$ cat src/rtl/conv_tap_sequencer.sv
// conv_tap_sequencer: sequences one multiply-accumulate pass for a single
// convolution output point. It walks kernel_rom and the input-window buffer
// one tap per cycle over a 3x3, 5x5 or 7x7 kernel. The signed sum is offered
// to the direction-estimation layer on a valid/ready handshake.
//
// Optional build macro: RELU_EN. When defined, the value loaded into result
// is clamped to max(sum, 0). The internal accumulator is not affected.
//
// Ports:
//   clk, rst          clock, synchronous active-high reset
//   start             request one pass (sampled only in IDLE)
//   kernel_size_in    00=3x3, 01=5x5, 10=7x7, 11=illegal
//   busy              high while a pass is running or its result is pending
//   rom_kernel_size   latched kernel size to kernel_rom
//   rom_addr          tap index to kernel_rom
//   rom_kernel_val    signed coefficient from kernel_rom (same cycle)
//   win_addr          tap index to window buffer (mirrors rom_addr)
//   win_data          signed window sample (same cycle)
//   result            signed accumulated sum
//   result_valid      result available
//   result_ready      downstream accepts result
//   err_bad_size      one-cycle pulse on start with an illegal size
//
// ACC_W must be at least 21 bits so that a 49-tap pass cannot overflow.
module conv_tap_sequencer #(
  parameter int unsigned DATA_W = 8,
  parameter int unsigned ACC_W  = 24
) (
  input  logic              clk,
  input  logic              rst,
  input  logic              start,
  input  logic [1:0]        kernel_size_in,
  output logic              busy,
  output logic [1:0]        rom_kernel_size,
  output logic [5:0]        rom_addr,
  input  logic [7:0]        rom_kernel_val,
  output logic [5:0]        win_addr,
  input  logic [DATA_W-1:0] win_data,
  output logic [ACC_W-1:0]  result,
  output logic              result_valid,
  input  logic              result_ready,
  output logic              err_bad_size
);

  localparam int unsigned COEF_W = 8;
  localparam int unsigned PROD_W = DATA_W + COEF_W;
  localparam int unsigned ADDR_W = 6;

  typedef enum logic [1:0] {
    S_IDLE = 2'd0,
    S_RUN  = 2'd1,
    S_DONE = 2'd2
  } state_t;

  state_t                   state_q, state_d;
  logic [ADDR_W-1:0]        addr_q, addr_d;
  logic [ADDR_W-1:0]        last_q, last_d;
  logic [1:0]               ksize_q, ksize_d;
  logic signed [ACC_W-1:0]  acc_q, acc_d;
  logic signed [ACC_W-1:0]  result_q, result_d;
  logic                     valid_q, valid_d;
  logic                     busy_q, busy_d;
  logic                     err_q, err_d;

  // Full-precision signed tap product, sign-extended into the accumulator.
  logic signed [COEF_W-1:0] coef_s_c;
  logic signed [DATA_W-1:0] samp_s_c;
  logic signed [PROD_W-1:0] prod_c;
  logic signed [ACC_W-1:0]  sum_c;
  logic signed [ACC_W-1:0]  load_val_c;

  assign coef_s_c = rom_kernel_val;
  assign samp_s_c = win_data;
  assign prod_c   = PROD_W'(coef_s_c) * PROD_W'(samp_s_c);
  assign sum_c    = acc_q + ACC_W'(prod_c);

  // Value presented downstream at the end of a pass.
`ifdef RELU_EN
  assign load_val_c = sum_c[ACC_W-1] ? '0 : sum_c;
`else
  assign load_val_c = sum_c;
`endif

  // Next-state and next-output logic.
  always_comb begin
    state_d  = state_q;
    addr_d   = addr_q;
    last_d   = last_q;
    ksize_d  = ksize_q;
    acc_d    = acc_q;
    result_d = result_q;
    valid_d  = valid_q;
    err_d    = 1'b0;

    case (state_q)
      S_IDLE: begin
        addr_d = '0;
        if (start) begin
          if (kernel_size_in == 2'b11) begin
            err_d = 1'b1;
          end else begin
            ksize_d = kernel_size_in;
            acc_d   = '0;
            state_d = S_RUN;
            case (kernel_size_in)
              2'b00:   last_d = ADDR_W'(8);
              2'b01:   last_d = ADDR_W'(24);
              default: last_d = ADDR_W'(48);
            endcase
          end
        end
      end

      S_RUN: begin
        acc_d = sum_c;
        if (addr_q == last_q) begin
          result_d = load_val_c;
          valid_d  = 1'b1;
          addr_d   = '0;
          state_d  = S_DONE;
        end else begin
          addr_d = addr_q + ADDR_W'(1);
        end
      end

      S_DONE: begin
        addr_d = '0;
        // A start coinciding with the accept is dropped: we leave via IDLE.
        if (result_ready) begin
          valid_d = 1'b0;
          state_d = S_IDLE;
        end
      end

      default: begin
        addr_d  = '0;
        valid_d = 1'b0;
        state_d = S_IDLE;
      end
    endcase

    busy_d = (state_d != S_IDLE);
  end

  // State and output registers with synchronous reset.
  always_ff @(posedge clk) begin
    if (rst) begin
      state_q  <= S_IDLE;
      addr_q   <= '0;
      last_q   <= '0;
      ksize_q  <= '0;
      acc_q    <= '0;
      result_q <= '0;
      valid_q  <= 1'b0;
      busy_q   <= 1'b0;
      err_q    <= 1'b0;
    end else begin
      state_q  <= state_d;
      addr_q   <= addr_d;
      last_q   <= last_d;
      ksize_q  <= ksize_d;
      acc_q    <= acc_d;
      result_q <= result_d;
      valid_q  <= valid_d;
      busy_q   <= busy_d;
      err_q    <= err_d;
    end
  end

  assign busy            = busy_q;
  assign rom_kernel_size = ksize_q;
  assign rom_addr        = addr_q;
  assign win_addr        = addr_q;
  assign result          = result_q;
  assign result_valid    = valid_q;
  assign err_bad_size    = err_q;

endmodule

$ cat config.mk
export PLATFORM = sky130hd
export DESIGN_NAME = conv_tap_sequencer
export DESIGN_NICKNAME = d
export VERILOG_FILES = /design/src/rtl/conv_tap_sequencer.sv
export SDC_FILE = /design/constraint.sdc
export NUM_CORES = 1
export LEC_CHECK = 0
export CAP_MARGIN = 20
export CORE_ASPECT_RATIO = 0.7
export CORE_MARGIN = 5
export CORE_UTILIZATION = 60
export CTS_CLUSTER_SIZE = 30
export DETAILED_ROUTE_END_ITERATION = 12
export DONT_BUFFER_PORTS = 1
export GPL_TIMING_DRIVEN = 0
export HOLD_SLACK_MARGIN = 0.02
export PLACE_DENSITY = 0.86
export SLEW_MARGIN = 5
export SYNTH_ARGS = -nofsm -noshare
export SYNTH_HDL_FRONTEND = slang
export SYNTH_SLANG_ARGS = --single-unit
$ cat constraint.sdc
create_clock -name clk -period 6.6 [get_ports clk]
set_clock_uncertainty 0.1 [all_clocks]
set_input_delay 1.32 -clock clk [delete_from_list [all_inputs] [get_ports clk]]
set_output_delay 1.32 -clock clk [all_outputs]
set_load 0.02 [all_outputs]
Yosys cells after proc, flatten, opt, wreduce, memory -nomap -nowiden. Cells that the tools add are included.

Register bits: 67. Output and inout bits: 41. Word-level logic and storage cells: 48.

Add/sub/neg operators: 2. Multipliers: 1. Equal/unequal tests: 9. Mux-type cells: 13. Bitwise gates (word level): 4. Reduce and logical (&&, ||, !) cells: 10.

Operators with widths (count): $mux 24 (2); $pmux 24 s2 (1); $add 24x16->24 (1); $mul 8x8->16 (1); $pmux 6 s2 (1); $reduce_and 3->1 (3); $mux 2 (4); $ne 2x2->1 const B (4); $add 6x1->6 const B (1); $eq 6x6->1 (1); $pmux 2 s3 (1); $reduce_or 3->1 (2); $eq 2x1->1 const B (2); $eq 2x2->1 const B (2); $logic_not 2->1 (2); $not 1->1 (4); $reduce_bool 2->1 (2); $mux 1 (3); $pmux 1 s3 (1); $reduce_and 2->1 (1).

Logic depth before layout (Yosys ltp).
Depth after elaboration: 5. Mapped depth: 19. Mapped depth without buffers: 18.

Worst setup path before layout. No wires, ideal clock.

Path type: in2reg. Start: in win_data[0]. End: reg acc_q[20]. Library setup time: 0.117 ns. Arrival: 6.226 ns. Required time: 6.383 ns. Path slack: 0.158 ns. Stages: 15. Path buffers: 1. Cells stage by stage: and2_1 -> fa_1 -> fa_1 -> inv_1 -> fa_1 -> fa_1 -> inv_1 -> ha_1 -> ha_1 -> buf_6 -> and3_4 -> a311o_1 -> o41a_1 -> xor2_1 -> a22o_1.

Cells in the longest elaborated chain, start to end: 3.

Ends and longest elaborated chain: from (decl) (line 38) `input logic [DATA_W-1:0] win_data,`; $mul 8x8->16 (line 74) `assign prod_c = PROD_W'(coef_s_c) * PROD_W'(samp_s_c);`; $add 24x16->24 (line 75) `assign sum_c = acc_q + ACC_W'(prod_c);`; $pmux 24 s2 (line 95) `case (state_q)`; to (signal assigned) (line 152) `acc_q <= '0;`; to (signal assigned) (line 162) `acc_q <= acc_d;`; to (decl) (line 59) `logic signed [ACC_W-1:0] acc_q, acc_d;`.

No other way between the ends. A chain may end at the register's enable or synchronous reset.

Worst setup path in the final report.
Start: in rom_kernel_val[7]. End: reg result_q[23], in the netlist result[23].

Cells in the longest elaborated chain, start to end: 2.

Ends and longest elaborated chain: from (decl) (line 36) `input logic [7:0] rom_kernel_val,`; $mul 8x8->16 (line 74); $add 24x16->24 (line 75); to (signal assigned) (line 163) `result_q <= result_d;`; to (decl) (line 60) `logic signed [ACC_W-1:0] result_q, result_d;`.

No other way between the ends.

==> impl_metrics.env <==
export IMPL_htreeDepth=3
export IMPL_cts_tree="done"
export IMPL_rsz0062_at_grt="no"
export IMPL_layout_drive_gt1_share=0.05706
export IMPL_initial_core_util=0.6070
export IMPL_r2r_cells=16
export IMPL_die_w_um=135.7
export IMPL_reg2reg_slack_ps=1460
export IMPL_crit_type="input pin to flip-flop"
export IMPL_syn_area_sq_um=6635
export IMPL_cts_sinks=64
export IMPL_pre_cts_slack_ps=-598.2
export IMPL_synth_edf_count=0
export IMPL_firstDrtPassIters=5
export IMPL_drt_wirelength_per_cell_um=17.73
export IMPL_finalCritPeriodShare=0.9518
export IMPL_wl_mm=15.14
export IMPL_nets=880
export IMPL_cp_max_fo=8
export IMPL_syn_avg_cell_area_sq_um=9.658
export IMPL_start_kind="input pin"
export IMPL_yosysMostFrequentCell="fa_1"
export IMPL_yosysTopAreaCellShare=0.3138
export IMPL_placed_area_sq_um=6827
export IMPL_grt_pass1_wl_mm=25.52
export IMPL_slew_violations=0
export IMPL_worstMarginPinSlew_ps=667.8
export IMPL_synth_ff_type="dfxtp_1"
export IMPL_synth_cell_types=58
export IMPL_critPathRequiredTime_ps=6780
export IMPL_ios=63
export IMPL_crit_path_end_kind="flip-flop"
export IMPL_crit_arrival_ps=6460
export IMPL_numCtsBuffers=9
export IMPL_r2r_end="result[16]$_SDFFE_PP0P_"
export IMPL_num_vias=5016
export IMPL_hold_class="flip-flop to flip-flop"
export IMPL_grt_antenna_before_repair=0
export IMPL_synth_area_leaders="fa_1 31%, dfxtp_1 19%, ha_1 11%"
export IMPL_synth_cells=687
export IMPL_overflow=0
export IMPL_track_usage=0.2391
export IMPL_setup_slack_ps=318.0
export IMPL_core_area_sq_um=10930
export IMPL_antenna_left=0
export IMPL_floorplan_die_area_sq_um=13290
export IMPL_drtIter0Drc=405
export IMPL_crit_end="result[23]$_SDFFE_PP0P_"
export IMPL_drv_cap=0
export IMPL_gp_congestion=0.8628
export IMPL_insertion_delay_ps=330
export IMPL_seq_area_frac_synth=0.1931
export IMPL_final_core_util=0.6488
export IMPL_timing_rr_start="acc_q[6]$_SDFFE_PP0P_"
export IMPL_worst_hold_slack_ps=376.0
export IMPL_relSlewSlack=0.5548
export IMPL_finalCriticalPeriod_ps=6282
export IMPL_final_cell_area_sq_um=7092
export IMPL_cts_buffer_depth=2
export IMPL_dpl_hpwl_mm=12.57
export IMPL_rows=32
export IMPL_port_buffers=0
export IMPL_fp_dieH_um=97.98
export IMPL_route_detailed_drc=0
export IMPL_async_flop_share=0
export IMPL_synth_seq_cells=64
export IMPL_finalSetupViolations=0
export IMPL_grt_max_degree=18
export IMPL_syn_nets=869
export IMPL_n_antenna_cell=0
export IMPL_fill_cells=817
export IMPL_cts_root_buf="clkbuf_16"
export IMPL_finalHoldViolCount=0
export IMPL_synthDominantAreaCellType="fa_1"
export IMPL_area_growth_pct=6.883
export IMPL_outcome="finished clean"
export IMPL_ys_warn_count=0
export IMPL_vias_per_cell=5.874
export IMPL_grt_pass1_vias=5210
export IMPL_max_freq_mhz=159.2
export IMPL_clk_pin_slew_ps=50
export IMPL_startpoint="rom_kernel_val[7]"
export IMPL_synth_common_cells="104 x fa_1, 82 x inv_1, 64 x dfxtp_1, 63 x nand2_1, 56 x ha_1"
per-stage QoR:
step	cells	TNS, ps
6_report	854	0
3_3_place_gp	840	-3055
5_1_grt	854	0
2_1_floorplan	687	0
4_1_cts	854	0
3_5_place_dp	840	-6104
flip-flops by register name (all words and copies together) (netlist names):
| name | cells |
|---|---|
| err_bad_size | 1 |
| rom_addr | 6 |
| rom_kernel_size | 2 |
| last_q | 3 |
| result_valid | 1 |
| busy | 1 |
| state_q | 2 |
| acc_q | 24 |
| result | 24 |
cell families after synthesis:
family / share of synthesized area
AO/OA/AOI/OAI: 0.1150
XOR/XNOR: 0.04224
multiplexers: 0.001509
flip-flops: 0.1931
AND/OR/NAND/NOR: 0.1567
buffers and inverters: 0.07203
adder cells (fa/ha/maj): 0.4194
cell usage in the layout (no fill, tap or decap), drive strengths merged, types with 3 or more instances in the layout:
master	Yosys	final
fa	104	104
inv	82	82
dfxtp	64	64
nand2	63	63
ha	56	56
nor2	47	47
and2	37	37
a21oi	36	36
clkbuf	14	24
xnor2	23	23
o21ai	16	16
buf	15	15
a22oi	14	14
nand3	12	12
xor2	9	9
a22o	9	9
nor3	9	9
a31oi	7	7
a21o	5	5
nor3b	5	5
o21bai	4	4
nand2b	4	4
nor2b	4	4
nand4	4	4
a211o	4	4
nor4b	4	4
clkinv	1	4
a311o	3	3
or3	3	3
and3	3	3
layer usage:
metal | up-vias | part of all wire | track usage | wire, um
li1 | 2283 | - | - | -
met1 | 2522 | 0.42 | 0.3189 | 6425
met2 | 179 | 0.49 | 0.4006 | 7440
met3 | 32 | 0.067 | 0.05201 | 1016
met4 | 0 | 0.017 | 0.05887 | 261
met5 | - | 0 | 0 | 0
how the worst min path moves through the flow:
stage,start,to,slack (ps),cells past startpoint
floorplan,last_q[5]$_SDFFE_PP0P_,last_q[5]$_SDFFE_PP0P_,350,2
global placement,last_q[5]$_SDFFE_PP0P_,last_q[5]$_SDFFE_PP0P_,360,2
detailed placement,last_q[5]$_SDFFE_PP0P_,last_q[5]$_SDFFE_PP0P_,370,2
CTS,last_q[5]$_SDFFE_PP0P_,last_q[5]$_SDFFE_PP0P_,380,2
global route,last_q[5]$_SDFFE_PP0P_,last_q[5]$_SDFFE_PP0P_,410,2
finish,last_q[5]$_SDFFE_PP0P_,last_q[5]$_SDFFE_PP0P_,380,2
timing repair:
item | 4_1_cts | 5_1_grt
hold buffers | 0 | 0
buffers inserted | 0 | 0
setup endpoints to repair | 7 | 3
resized for setup | 1 | 2
worst max-delay path, stage by stage:
cell,delay (ps)
nand2_1,120
fa_1,660
fa_1,760
inv_1,270
fa_1,560
fa_1,500
ha_1,310
ha_1,300
buf_6,140
nand4_1,150
nor2_1,70
a22oi_1,560
nand3_1,190
a2111oi_0,390
a311o_1,160
area by class of cell:
class	instances	area [sq um]	share of cell area
Multi-Input combinational cell	511	4880	0.6881
Clock buffer	10	239.0	0.03370
Clock inverter	4	22.52	0.003176
Buffer	29	166.4	0.02347
Sequential cell	64	1281	0.1807
Inverter	83	311.5	0.04393
Tap cell	153	191.4	0.02699
Power is left out: the tool's default activity adds up to more than one toggle a clock period on the data nets, which glitch-free logic cannot reach.
